--- src/rtl/mem_access_ctrl_pkg.sv ---
`default_nettype none
// ============================================================================
// Module      : mem_access_ctrl_pkg
// Description : Shared size codes, FSM encodings and alignment helper for the
//               MEM-stage data bus controller.
// Revision    : 1.0 - initial release
// ============================================================================
package mem_access_ctrl_pkg;

    localparam logic [1:0] SZ_BYTE = 2'b00;
    localparam logic [1:0] SZ_HALF = 2'b01;
    localparam logic [1:0] SZ_WORD = 2'b10;
    localparam logic [1:0] SZ_ILL  = 2'b11;

    localparam logic [1:0] ST_IDLE  = 2'd0;
    localparam logic [1:0] ST_BUSY  = 2'd1;
    localparam logic [1:0] ST_DONE  = 2'd2;
    localparam logic [1:0] ST_DRAIN = 2'd3;

    localparam logic [31:0] ZERO_WORD = 32'h0000_0000;

    // The illegal size code is handled exactly like a word access.
    function automatic logic is_misaligned(input logic [1:0] size, input logic [1:0] addr_lo);
        logic r;
        case (size)
            SZ_BYTE: r = 1'b0;
            SZ_HALF: r = addr_lo[0];
            default: r = (addr_lo != 2'b00);
        endcase
        return r;
    endfunction

endpackage
`default_nettype wire

--- src/rtl/mem_access_ctrl_lane.sv ---
`default_nettype none
// ============================================================================
// Module      : mem_lane_unit
// Description : Combinational byte-lane logic: big-endian select/store-data
//               generation and load lane extraction with sign/zero extension.
// Revision    : 1.0 - initial release
// ============================================================================
module mem_lane_unit
    import mem_access_ctrl_pkg::*;
(
    input  logic [1:0]  i_req_size,
    input  logic [1:0]  i_req_addr_lo,
    input  logic [31:0] i_wdata,
    output logic [3:0]  o_sel,
    output logic [31:0] o_wdata,
    output logic        o_misaligned,
    input  logic [1:0]  i_rsp_size,
    input  logic [1:0]  i_rsp_addr_lo,
    input  logic        i_rsp_signed,
    input  logic [31:0] i_rdata,
    output logic [31:0] o_rdata
);

    logic [7:0]  w_byte;
    logic [15:0] w_half;

    assign o_misaligned = is_misaligned(i_req_size, i_req_addr_lo);

    always_comb begin
        o_sel   = 4'b1111;
        o_wdata = i_wdata;
        case (i_req_size)
            SZ_BYTE: begin
                o_sel   = 4'b1000 >> i_req_addr_lo;
                o_wdata = {4{i_wdata[7:0]}};
            end
            SZ_HALF: begin
                o_sel   = i_req_addr_lo[1] ? 4'b0011 : 4'b1100;
                o_wdata = {2{i_wdata[15:0]}};
            end
            default: begin
                o_sel   = 4'b1111;
                o_wdata = i_wdata;
            end
        endcase
    end

    // Big-endian: byte offset 0 lives in the most significant lane.
    always_comb begin
        w_byte = i_rdata[31:24];
        case (i_rsp_addr_lo)
            2'd0:    w_byte = i_rdata[31:24];
            2'd1:    w_byte = i_rdata[23:16];
            2'd2:    w_byte = i_rdata[15:8];
            default: w_byte = i_rdata[7:0];
        endcase
    end

    assign w_half = i_rsp_addr_lo[1] ? i_rdata[15:0] : i_rdata[31:16];

    always_comb begin
        o_rdata = i_rdata;
        case (i_rsp_size)
            SZ_BYTE: o_rdata = {{24{i_rsp_signed & w_byte[7]}}, w_byte};
            SZ_HALF: o_rdata = {{16{i_rsp_signed & w_half[15]}}, w_half};
            default: o_rdata = i_rdata;
        endcase
    end

endmodule
`default_nettype wire

--- src/rtl/mem_access_ctrl.sv ---
`default_nettype none
// ============================================================================
// Module      : mem_access_ctrl
// Description : Sequences MEM-stage loads/stores onto a registered
//               Wishbone-style bus with wait states, timeout and flush drain.
// Revision    : 1.0 - initial release
// ============================================================================
module mem_access_ctrl
    import mem_access_ctrl_pkg::*;
#(
    parameter int TIMEOUT = 16,
    parameter int TO_W    = 5
) (
    input  logic        clk,
    input  logic        rst,
    input  logic        mem_req_i,
    input  logic        mem_we_i,
    input  logic [1:0]  mem_size_i,
    input  logic        mem_signed_i,
    input  logic [31:0] mem_addr_i,
    input  logic [31:0] mem_wdata_i,
    input  logic        flush_i,
    output logic [31:0] mem_rdata_o,
    output logic        done_o,
    output logic        stall_req_o,
    output logic        align_err_o,
    output logic        bus_err_o,
    output logic        bus_cyc_o,
    output logic        bus_stb_o,
    output logic        bus_we_o,
    output logic [31:0] bus_addr_o,
    output logic [3:0]  bus_sel_o,
    output logic [31:0] bus_wdata_o,
    input  logic        bus_ack_i,
    input  logic [31:0] bus_rdata_i
);

    localparam logic [TO_W-1:0] c_to_last = TO_W'(TIMEOUT - 1);

    logic [1:0]      r_state;
    logic [1:0]      w_next;
    logic [TO_W-1:0] r_cnt;

    logic            r_cyc;
    logic            r_we;
    logic [31:0]     r_addr;
    logic [3:0]      r_sel;
    logic [31:0]     r_wdata;
    logic [31:0]     r_mem_rdata;
    logic            r_bus_err;
    logic [1:0]      r_size;
    logic [1:0]      r_addr_lo;
    logic            r_signed;

    logic [3:0]      w_sel;
    logic [31:0]     w_wdata;
    logic            w_misaligned;
    logic [31:0]     w_lane_rdata;

    logic            w_idle;
    logic            w_busy;
    logic            w_done;
    logic            w_drain;
    logic            w_active;
    logic            w_accept;
    logic            w_align_err;
    logic            w_timeout;
    logic            w_bus_end;
    logic            w_load_done;
    logic            w_err_set;

    mem_lane_unit u_lane (
        .i_req_size    (mem_size_i),
        .i_req_addr_lo (mem_addr_i[1:0]),
        .i_wdata       (mem_wdata_i),
        .o_sel         (w_sel),
        .o_wdata       (w_wdata),
        .o_misaligned  (w_misaligned),
        .i_rsp_size    (r_size),
        .i_rsp_addr_lo (r_addr_lo),
        .i_rsp_signed  (r_signed),
        .i_rdata       (bus_rdata_i),
        .o_rdata       (w_lane_rdata)
    );

    always_ff @(posedge clk) begin
        if (rst) begin
            r_state <= ST_IDLE;
        end else begin
            r_state <= w_next;
        end
    end

    always_comb begin
        w_next = r_state;
        case (r_state)
            ST_IDLE: begin
                if (w_accept) w_next = ST_BUSY;
            end
            ST_BUSY: begin
                // A flush that coincides with ack simply ends the cycle silently.
                if (bus_ack_i)      w_next = flush_i ? ST_IDLE : ST_DONE;
                else if (w_timeout) w_next = ST_IDLE;
                else if (flush_i)   w_next = ST_DRAIN;
            end
            ST_DONE: begin
                w_next = ST_IDLE;
            end
            ST_DRAIN: begin
                if (w_bus_end) w_next = ST_IDLE;
            end
            default: begin
                w_next = ST_IDLE;
            end
        endcase
    end

    always_comb begin
        w_idle      = (r_state == ST_IDLE);
        w_busy      = (r_state == ST_BUSY);
        w_done      = (r_state == ST_DONE);
        w_drain     = (r_state == ST_DRAIN);
        w_active    = w_busy | w_drain;
        w_accept    = ~rst & w_idle & mem_req_i & ~flush_i & ~w_misaligned;
        w_align_err = ~rst & w_idle & mem_req_i & ~flush_i & w_misaligned;
        w_timeout   = w_active & ~bus_ack_i & (r_cnt == c_to_last);
        w_bus_end   = w_active & (bus_ack_i | w_timeout);
        w_load_done = w_busy & bus_ack_i & ~flush_i & ~r_we;
        w_err_set   = w_busy & w_timeout & ~flush_i;
        stall_req_o = w_accept | (~rst & w_active);
        done_o      = ~rst & w_done & ~flush_i;
        align_err_o = w_align_err;
    end

    always_ff @(posedge clk) begin
        if (rst) begin
            r_cnt       <= '0;
            r_cyc       <= 1'b0;
            r_we        <= 1'b0;
            r_addr      <= ZERO_WORD;
            r_sel       <= 4'b0000;
            r_wdata     <= ZERO_WORD;
            r_mem_rdata <= ZERO_WORD;
            r_bus_err   <= 1'b0;
            r_size      <= SZ_BYTE;
            r_addr_lo   <= 2'b00;
            r_signed    <= 1'b0;
        end else begin
            r_bus_err <= w_err_set;
            if (w_accept) begin
                r_cnt     <= '0;
                r_cyc     <= 1'b1;
                r_we      <= mem_we_i;
                r_addr    <= {mem_addr_i[31:2], 2'b00};
                r_sel     <= w_sel;
                r_wdata   <= w_wdata;
                r_size    <= mem_size_i;
                r_addr_lo <= mem_addr_i[1:0];
                r_signed  <= mem_signed_i;
            end else if (w_bus_end) begin
                r_cyc <= 1'b0;
                r_we  <= 1'b0;
                r_sel <= 4'b0000;
            end else if (w_active) begin
                r_cnt <= r_cnt + TO_W'(1);
            end
            if (w_load_done) begin
                r_mem_rdata <= w_lane_rdata;
            end
        end
    end

    assign mem_rdata_o = r_mem_rdata;
    assign bus_err_o   = r_bus_err;
    assign bus_cyc_o   = r_cyc;
    assign bus_stb_o   = r_cyc;
    assign bus_we_o    = r_we;
    assign bus_addr_o  = r_addr;
    assign bus_sel_o   = r_sel;
    assign bus_wdata_o = r_wdata;

endmodule
`default_nettype wire
--- config.mk ---
export PLATFORM = sky130hd
export DESIGN_NAME = mem_access_ctrl
export DESIGN_NICKNAME = d
export VERILOG_FILES = /design/src/rtl/mem_access_ctrl_pkg.sv /design/src/rtl/mem_access_ctrl_lane.sv /design/src/rtl/mem_access_ctrl.sv
export SDC_FILE = /design/constraint.sdc
export NUM_CORES = 1
export LEC_CHECK = 0
export CAP_MARGIN = 10
export CORE_UTILIZATION = 42
export CTS_CLUSTER_SIZE = 16
export DETAILED_ROUTE_END_ITERATION = 16
export PLACE_DENSITY = 0.77
export SYNTH_ARGS = -nofsm -noshare
export SYNTH_HDL_FRONTEND = slang
export SYNTH_SLANG_ARGS = --single-unit
--- constraint.sdc ---
create_clock -name clk -period 2.16 [get_ports clk]
set_input_delay 0.324 -clock clk [delete_from_list [all_inputs] [get_ports clk]]
set_output_delay 0.324 -clock clk [all_outputs]
set_load 0.005 [all_outputs]
==> run_results.csv <==
group,metric,value,unit
global_routing,grt_pass1_wl,24300,um
timing,slew_headroom,65.8,%
timing,maxSlewViolCount,0,
cells_and_area,layout_commonest_cell,"clkdlybuf4s50_1",
route,routed_wl,16100,um
worst_setup_path,cp.required,1.84,ns
clock_network,clockBufferDepth,2,
yosys,synth_edf_count,0,
route,vias,4918,
worst_setup_path,start_kind,"input port",
worst_setup_path,r2r_end,"bus_sel_o[2]",
timing,finalSetupViolations,0,
worst_setup_path,worstSetupPathType,"input port to output port",
route,initialDrtViolationCount,276,
timing,timing.fmax,475,MHz
clock_network,cts_tree,"done",
yosys,synth_area,4870,um^2
timing,worst_slew_pin_slew,0.511,ns
run,cap_violations,0,
global_routing,antenna_found_initial,0,
worst_setup_path,r2r-start,"r_cnt[0]",
placement,place.gp.congestion,0.828,
worst_setup_path,crit_end,"stall_req_o",
route,drtPass1Iterations,4,
placement,postPlaceCellArea,7210,um^2
cells_and_area,fin_nets,846,
global_routing,grt_max_degree,42,
worst_setup_path,cp_max_fo,4,
clock_network,cts_sinks,113,
route,wl_per_cell,18.0,um
cells_and_area,fin_area,7840,um^2
timing,worst_hold_slack,0.307,ns
route,drcViolationCount,0,
power,power.leakage,0.00297,uW
yosys,synth_seq_area_share,46.4,%
global_routing,gr-total-overflow,0,
cells_and_area,drive_gt1_share,12.1,%
yosys,yosys_register_bits,113,
yosys,syn_inst,527,
die,pin_count,212,
worst_setup_path,critPathCaptureType,"output port",
timing,rsz0062_at_grt,"no",
die,start_util,44.0,%
timing,period_minus_slack,2.11,ns
clock_network,h-tree-depth,4,
clock_network,clkSlewWorstSetupHoldPaths,0.05,ns
yosys,ys_async_sr_fraction,0,%
die,die_area,12000,um^2
placement,hpwl,11500,um
global_routing,grt_pass1_vias,4813,
clock_network,cts_root_buf,"clkbuf_16",
clock_network,worstSkewPairLatency,0.41,ns
run_status,status,"finished, final reports clean",
timing,finalCritPeriodShare,97.5,%
worst_setup_path,critPathLaunch,"mem_req_i",
global_routing,grt_use_total,26.7,%
yosys,ys.warnings.count,0,
yosys,syn_avg_cell_area,9.25,um^2
cells_and_area,final_cell_mix,"clkdlybuf4s50_1, dfxtp_1, nand2_1, a22o_1, nor2_1",
cells_and_area,diodes,0,
yosys,synth_flop_cell,"dfxtp_1",
route,ant_nets,0,
die,rows,38,
worst_setup_path,r2r_cells,7,
min_path,hold_path.class,"input port to register",
timing,fin_skew,0.0109,ns
cells_and_area,post-route-util,70.8,%
die,core_area,11100,um^2
power,cellPowerDensity,729,nW/um^2
cells_and_area,synthToLayoutAreaGrowth,60.9,%
placement,io_buffers,209,
yosys,yosys.cell_types.count,50,
placement,pre_cts_slack,-0.0666,ns
clock_network,cts_buffers,17,
timing,fin_ws,0.0543,ns
power,ir_worst_vdd,0.459,mV
worst_setup_path,rrSetupSlack,0.16,ns
timing,finalHoldViolations,0,
cells_and_area,stdcell_count,892,
route,routed_via_density,5.51,
die,die_h,110,um
worst_setup_path,cp.arrival,1.78,ns
die,die_width,110,um
placement,dp_cells,858,
==> synth_stat cells (2+ instances only) <==
library cell	number	area (um^2)
buf_2	18	90.1
clkbuf_1	21	78.8
a22oi_1	8	60.1
a21oi_1	25	125
a31o_2	7	61.3
o21ai_0	28	140
and2_1	2	12.5
a22o_1	49	429
buf_4	7	52.6
nand2_1	55	206
a31oi_1	2	12.5
a211o_1	3	26.3
mux2i_1	18	180
a211oi_1	26	195
inv_1	4	15.0
buf_1	2	7.51
nand3_1	11	55.1
nand2b_1	5	31.3
o211ai_1	5	37.5
dfxtp_1	113	2260
nor2_1	48	180
o21bai_1	9	67.6
and3_1	12	75.1
or3b_2	6	52.6
xor2_1	3	26.3
a311oi_1	8	70.1
nand4_1	2	12.5
nor3_1	6	30.0
ha_1	2	25.0
o21ai_2	2	17.5
==> report_power, final <==
group          internal (uW)  total (uW)  switching (uW)
logic                    407         701             294
registers               2150        2180            37.5
clock network           1830        2830             997
==> worst min path at each step <==
stage | startpoint | endpoint | slack (ns) | depth (start not counted)
global route | rst | r_state[1] | 0.32 | 4
detailed placement | bus_addr_o[7] | bus_addr_o[7] | 0.46 | 1
global placement | bus_wdata_o[31] | bus_wdata_o[31] | 0.44 | 2
CTS | rst | r_state[1] | 0.30 | 4
finish | rst | r_state[1] | 0.31 | 4
floorplan | flush_i | bus_err_o | 0.40 | 1
==> cells by family after synthesis <==
kind of cell	Yosys count	share of synthesized area, %
other	1	0.0769
buffers and inverters	53	5.24
flip-flops	113	46.4
XOR/XNOR	4	0.719
multiplexers	18	3.70
AND/OR/NAND/NOR	157	15.9
AO/OA/AOI/OAI	179	27.4
adder cells (fa/ha/maj)	2	0.513
==> critical path, cell delays in order <==
cell and delay [ns]:
clkdlybuf4s50_1 0.45, nor2b_1 0.14, buf_4 0.15, nand4_1 0.12, nand2_1 0.09, clkdlybuf4s50_1 0.50
==> layer usage <==
layer | global-route usage [%] | vias to the layer above | routed length [um]
met5 | 0 | - | 0
met4 | 13.6 | 0 | 490
met3 | 8.54 | 40 | 1370
met2 | 46.5 | 224 | 7940
met1 | 29.1 | 2299 | 6290
li1 | - | 2355 | -
==> sequential cells by signal (all words and copies together) (netlist names) <==
name	count
bus_err_o	1
r_addr_lo	2
r_cnt	5
bus_wdata_o	32
bus_addr_o	30
mem_rdata_o	32
bus_cyc_o	1
r_size	2
r_signed	1
bus_sel_o	4
bus_we_o	1
r_state	2
==> stage by stage <==
| stage | TNS [ns] | total power (uW) |
|---|---|---|
| final | 0 | 5710 |
| after floorplan | 0 | 2490 |
| after CTS | 0 | 5740 |
| after global placement | -0.0385 | 2900 |
| after global routing | 0 | 5900 |
| after detailed placement | -0.0666 | 2920 |
==> layout make-up <==
cell class                 instances  area [um^2]
tap                              140          175
clock buffer                      18          439
clock inverter                    14          165
inverter                           4         15.0
sequential                       113         2270
multi-input combinational        362         2380
timing repair buffer             241         2400
fill                             868         3240
==> repair_timing <==
item,in CTS,in global routing
gates resized for setup,2,4
setup endpoints to repair,1,2
buffers inserted,1,1
pin swaps,1,1
hold buffers,0,0
(Power assumes the default switching activity.)
